File: src/rtl/alu_defs_pkg.sv
// Shared ALU/command definitions: ALU op codes, sequencer command codes,
// FSM state encoding and the command decode helper.
package alu_defs_pkg;

  localparam logic [2:0] ALU_MOV  = 3'b000;
  localparam logic [2:0] ALU_NOT  = 3'b001;
  localparam logic [2:0] ALU_ADD  = 3'b010;
  localparam logic [2:0] ALU_SUB  = 3'b011;
  localparam logic [2:0] ALU_OR   = 3'b100;
  localparam logic [2:0] ALU_AND  = 3'b101;
  localparam logic [2:0] ALU_SLT  = 3'b110;
  localparam logic [2:0] ALU_IDLE = 3'b111;

  localparam logic [3:0] CMD_MOV = 4'h0;
  localparam logic [3:0] CMD_NOT = 4'h1;
  localparam logic [3:0] CMD_ADD = 4'h2;
  localparam logic [3:0] CMD_SUB = 4'h3;
  localparam logic [3:0] CMD_OR  = 4'h4;
  localparam logic [3:0] CMD_AND = 4'h5;
  localparam logic [3:0] CMD_SLT = 4'h6;
  localparam logic [3:0] CMD_BEQ = 4'h8;
  localparam logic [3:0] CMD_BNE = 4'h9;
  localparam logic [3:0] CMD_MAX = 4'hA;
  localparam logic [3:0] CMD_MIN = 4'hB;

  localparam logic [1:0] ST_IDLE  = 2'd0;
  localparam logic [1:0] ST_EXEC1 = 2'd1;
  localparam logic [1:0] ST_EXEC2 = 2'd2;
  localparam logic [1:0] ST_RESP  = 2'd3;

  typedef struct packed {
    logic [2:0] alu_op;
    logic       two_step;
    logic       is_branch;
    logic       branch_ne;
    logic       pick_max;
    logic       illegal;
  } cmd_dec_t;

  function automatic cmd_dec_t decode_cmd(input logic [3:0] op);
    cmd_dec_t d;
    d = '0;
    d.alu_op = ALU_IDLE;
    case (op)
      CMD_MOV, CMD_NOT, CMD_ADD, CMD_SUB, CMD_OR, CMD_AND, CMD_SLT: d.alu_op = op[2:0];
      CMD_BEQ: begin
        d.alu_op    = ALU_SUB;
        d.is_branch = 1'b1;
      end
      CMD_BNE: begin
        d.alu_op    = ALU_SUB;
        d.is_branch = 1'b1;
        d.branch_ne = 1'b1;
      end
      CMD_MAX: begin
        d.alu_op   = ALU_SLT;
        d.two_step = 1'b1;
        d.pick_max = 1'b1;
      end
      CMD_MIN: begin
        d.alu_op   = ALU_SLT;
        d.two_step = 1'b1;
      end
      default: d.illegal = 1'b1;
    endcase
    return d;
  endfunction

endpackage

File: src/rtl/alu_sequencer.sv
// Multicycle command sequencer in front of the combinational 3-bit-opcode ALU:
// accepts a command, steps the ALU once or twice and returns a registered response.
module alu_sequencer
  import alu_defs_pkg::*;
#(
  parameter int WIDTH = 32,
  parameter int CNT_W = 16
) (
  input  logic             clk,
  input  logic             rst,
  input  logic             cmd_valid,
  output logic             cmd_ready,
  input  logic [3:0]       cmd_op,
  input  logic [WIDTH-1:0] cmd_a,
  input  logic [WIDTH-1:0] cmd_b,
  output logic [WIDTH-1:0] alu_a,
  output logic [WIDTH-1:0] alu_b,
  output logic [2:0]       alu_op,
  input  logic [WIDTH-1:0] alu_out,
  input  logic             alu_zero,
  output logic             rsp_valid,
  input  logic             rsp_ready,
  output logic [WIDTH-1:0] rsp_data,
  output logic             rsp_zero,
  output logic             rsp_taken,
  output logic             rsp_err,
  output logic [CNT_W-1:0] op_count
);

  logic [1:0]       r_state;
  cmd_dec_t         r_dec;
  logic [WIDTH-1:0] r_a;
  logic [WIDTH-1:0] r_b;
  logic             r_slt;
  logic [WIDTH-1:0] r_rspData;
  logic             r_rspZero;
  logic             r_rspTaken;
  logic             r_rspErr;
  logic [CNT_W-1:0] r_count;
  cmd_dec_t         w_cmdDec;
  logic             w_pickB;

  assign w_cmdDec  = decode_cmd(cmd_op);
  assign cmd_ready = (r_state == ST_IDLE) && !rst;
  assign rsp_valid = (r_state == ST_RESP);
  assign rsp_data  = r_rspData;
  assign rsp_zero  = r_rspZero;
  assign rsp_taken = r_rspTaken;
  assign rsp_err   = r_rspErr;
  assign op_count  = r_count;

  // MAX keeps b when a<b, MIN keeps b when a>=b.
  assign w_pickB = (r_slt == r_dec.pick_max);

  always_comb begin
    alu_a  = '0;
    alu_b  = '0;
    alu_op = ALU_IDLE;
    case (r_state)
      ST_EXEC1: begin
        alu_a  = r_a;
        alu_b  = r_b;
        alu_op = r_dec.alu_op;
      end
      ST_EXEC2: begin
        alu_a  = w_pickB ? r_b : r_a;
        alu_op = ALU_MOV;
      end
      default: ;
    endcase
  end

  always_ff @(posedge clk) begin
    if (rst) begin
      r_state    <= ST_IDLE;
      r_dec      <= '0;
      r_a        <= '0;
      r_b        <= '0;
      r_slt      <= 1'b0;
      r_rspData  <= '0;
      r_rspZero  <= 1'b0;
      r_rspTaken <= 1'b0;
      r_rspErr   <= 1'b0;
      r_count    <= '0;
    end else begin
      case (r_state)
        ST_IDLE: begin
          if (cmd_valid) begin
            r_dec <= w_cmdDec;
            r_a   <= cmd_a;
            r_b   <= cmd_b;
            if (w_cmdDec.illegal) begin
              r_rspData  <= '0;
              r_rspZero  <= 1'b0;
              r_rspTaken <= 1'b0;
              r_rspErr   <= 1'b1;
              r_state    <= ST_RESP;
            end else begin
              r_state <= ST_EXEC1;
            end
          end
        end
        ST_EXEC1: begin
          r_rspData  <= alu_out;
          r_rspZero  <= alu_zero;
          r_slt      <= alu_out[0];
          r_rspTaken <= r_dec.is_branch & (alu_zero ^ r_dec.branch_ne);
          r_rspErr   <= r_dec.illegal;
          r_state    <= r_dec.two_step ? ST_EXEC2 : ST_RESP;
        end
        ST_EXEC2: begin
          r_rspData <= alu_out;
          r_state   <= ST_RESP;
        end
        ST_RESP: begin
          if (rsp_ready) begin
            r_count <= r_count + CNT_W'(1);
            r_state <= ST_IDLE;
          end
        end
        default: r_state <= ST_IDLE;
      endcase
    end
  end

endmodule

File: config.mk
export PLATFORM = sky130hd
export DESIGN_NAME = alu_sequencer
export DESIGN_NICKNAME = d
export VERILOG_FILES = /design/src/rtl/alu_defs_pkg.sv /design/src/rtl/alu_sequencer.sv
export SDC_FILE = /design/constraint.sdc
export NUM_CORES = 1
export LEC_CHECK = 0
export CORE_ASPECT_RATIO = 1.75
export CORE_MARGIN = 4
export CORE_UTILIZATION = 38
export DETAILED_ROUTE_END_ITERATION = 10
export HOLD_SLACK_MARGIN = 0.03
export MAX_ROUTING_LAYER = met4
export PLACE_DENSITY = 0.84
export SKIP_LAST_GASP = 1
export SLEW_MARGIN = 20
export SYNTH_ARGS = -nofsm -noshare
export SYNTH_HDL_FRONTEND = slang
export SYNTH_SLANG_ARGS = --single-unit
File: constraint.sdc
create_clock -name clk -period 1.85 [get_ports clk]
set_clock_uncertainty 0.1 [all_clocks]
set_input_delay 0.2775 -clock clk [delete_from_list [all_inputs] [get_ports clk]]
set_output_delay 0.2775 -clock clk [all_outputs]
set_load 0.01 [all_outputs]
==> results.cfg <==
[outcome]
status = finished with violations
violations = setup timing

[yosys]
synth_nets = 748
async_flop_share_pct = 0
synthTopCellsByArea = dfxtp_1 (48%), nand2_1 (10%), a21oi_1 (7.7%), a22o_1 (5.3%), a22oi_1 (4.6%)
synth_top_area_share_pct = 47.8
synth-warning-count = 0
synth_common_cells = nand2_1 (141), dfxtp_1 (126), a21oi_1 (81), clkbuf_1 (38), nor2b_1 (35)
syn_area_um2 = 5280
yosys.area.top_type = dfxtp_1
synthFlopType = dfxtp_1
synth_cells = 637
yosysSeqAreaShare_pct = 47.8
yosysMostFrequentCell = nand2_1
ys_ff_latch = 126
syn_avg_cell_area_um2 = 8.28
synth_cell_type_count = 41
synth_edf_count = 0

[grt]
use_met2_pct = 43.6
grt_max_degree = 96
met3_usage_pct = 4.25
grt_util_all_layers_pct = 23.5
grt_use_met1_pct = 23.6
busiest_layer = met2
grt_first_pass_wirelength_um = 28900
grt_pass1_vias = 5687
grt_remaining_overflow = 0
antenna_found_initial = 2

[worst_setup_path]
ff2ff_path_depth = 7
r2r_slack_ns = -0.04
r2r_start = r_state[0]$_SDFFE_PP0P_
arrival_ns = 1.80
worst_path_largest_cell_delay_ns = 0.32
crit_slowest_cell = dfxtp_2
critPathKind = reg -> out
cp_cell_sequence = inv_2 > ha_4 > inv_2 > o21ai_4 > buf_6 > buf_16 > a22oi_2 > nor2b_1 > buf_2
required_ns = 1.47
r2r_end = op_count[15]$_SDFFE_PP0P_
end_kind = output pin
crit_fanout = 8
cp-start-kind = flip-flop
cp_common_cell = inv_2

[detailed_routing]
postRouteAntennaNets = 0
vias = 5551
drc = 0
via_per_inst = 5.07
routed_wl_um = 19300
first_pass_iters = 4
drt_iter0_drc = 255
wl_per_cell_um = 17.6

[placement]
gp_congestion = 0.840
io_buffers = 224
place_hpwl_um = 12100
dpl.cell_count = 1033

[cts]
cts_buffers = 17
cts_root_buf = clkbuf_16
clock_latency_ns = 0.41
htree_levels = 4
cts_buffer_depth = 2
cts_tree = done
clock-sinks = 126
clk_pin_slew_worst_paths_ns = 0.07

[hold_path]
hold_path.class = in -> reg
whs_path_depth = 3
hold_path.startpoint = cmd_b[6]
worstHoldEndpoint = r_b[6]$_SDFFE_PP0P_

[finish]
drive_above_1_share_pct = 28.6
synthToLayoutAreaGrowth_pct = 76.5
final_core_util_pct = 68.8
fin_nets = 1016
fillers = 1048
post_layout_nonfiller_instances = 1094

[timing]
holdWs_ns = 0.308
fin_crit_sh_pct = 118
setup_viol_count_final = 63
setup_ws_ns = -0.330
tightest_slew_ns = 0.440
max_freq_mhz = 459
maxSlewHeadroom_pct = 70.7
final-hold-violation-count = 0
rsz0062_at_grt = yes
min_period_ns = 2.18
setup_tns_ns = -15.30
drv_slew = 0

[floorplan]
die_h_um = 164
die_w_um = 97.1
fp-row-count = 56
core_area_um2 = 13500
dieArea_um2 = 15900
start_util_pct = 39.0
io_pins = 225

[power_and_ir_drop]
p_leak_nw = 3.62
finalPower_mw = 13.2
powerDensity_nw_per_um2 = 1420
ir_drop_v = 0.00103

[run]
max_cap_viol_count = 0
power by group:
part / leakage [nW] / total, mW / switching (mW) / internal [mW]
sequential: 1.03 / 3.70 / 0.403 / 3.29
clock: 0.300 / 3.54 / 1.37 / 2.17
combinational: 2.29 / 5.94 / 2.81 / 3.14
total: 3.62 / 13.2 / 4.58 / 8.60
worst max path at each step:
| stage | slack (ns) | start | cells after the start | end |
|---|---|---|---|---|
| after detailed placement | -0.44 | r_state[1]$_SDFFE_PP0P_ | 7 | alu_op[2] |
| after CTS | -0.35 | r_dec[1]$_SDFFE_PP0P_ | 6 | alu_a[17] |
| final | -0.33 | r_state[0]$_SDFFE_PP0P_ | 9 | alu_a[1] |
| after floorplan | 0.001 | r_state[0]$_SDFFE_PP0P_ | 7 | alu_a[0] |
| after global placement | -0.73 | cmd_op[0] | 5 | rsp_data[15]$_SDFFE_PP0P_ |
| after global routing | -0.43 | r_state[0]$_SDFFE_PP0P_ | 9 | alu_a[1] |
critical path, delay by kind of cell (launching register included):
| family | cells | cell delay (ns) |
|---|---|---|
| AOI/OAI and AO/OA | 2 | 0.23 |
| buffers and inverters | 5 | 0.56 |
| and+or+nand+nor | 1 | 0.14 |
| DFF | 1 | 0.32 |
| adders and majority gates | 1 | 0.14 |
through the flow:
stage | worst slack [ns] | cell area, um^2
global placement | -0.735 | 8000
detailed placement | -0.438 | 8020
floorplan | 0.00107 | 5280
CTS | -0.346 | 9110
global route | -0.426 | 9310
finish | -0.330 | 9310
logic make-up after synthesis:
logic type / synth area share, %
XOR/XNOR: 1.99
buffers and inverters: 4.51
multiplexers: 0.379
AND/OR/NAND/NOR: 24.3
flip-flops: 47.8
adder cells (fa/ha/maj): 1.42
AO/OA/AOI/OAI: 19.6
cell type report:
type / instances / area, um^2 / area share, %
clock buffer: 17 / 425 / 4.57
sequential: 126 / 2530 / 27.2
antenna: 2 / 5.00 / 0.0538
tap: 174 / 218 / 2.34
multi-input combinational: 450 / 2880 / 30.9
timing repair buffer: 296 / 3000 / 32.2
clock inverter: 15 / 198 / 2.12
inverter: 14 / 57.6 / 0.618
flip-flops by register name, indices dropped and copies added (netlist names):
| register | flops |
|---|---|
| op_count | 16 |
| r_a | 32 |
| r_b | 32 |
| r_dec | 8 |
| r_slt | 1 |
| r_state | 2 |
| rsp_data | 32 |
| rsp_err | 1 |
| rsp_taken | 1 |
| rsp_zero | 1 |
layer usage:
metal / part of all wire (%) / routed length (um)
met3: 4.0 / 773
met5: 0 / 0
met1: 37 / 7100
met2: 55 / 10600
met4: 4.0 / 778
layout by cell type, fill, tap and decap left out, drive strengths merged, types with 4 or more instances in the layout:
master,instances
or3,6
inv,22
nor4,4
o21ai,6
dfxtp,126
nor3,6
a21oi,81
a22oi,32
and2,34
nand3,7
buf,139
ha,6
clkbuf,20
xnor2,10
nand2,141
a22o,32
clkdlybuf4s50,152
nor2,25
nor2b,35
timing repair:
item / 4_1_cts / 5_1_grt
setup endpoints to repair: 105 / 76
gates cloned: 6 / 3
hold buffers: 0 / 0
setup buffers: 20 / 5
gates resized for setup: 394 / 52
pin swaps: 12 / 13
Power figures use the tool's default switching activity.
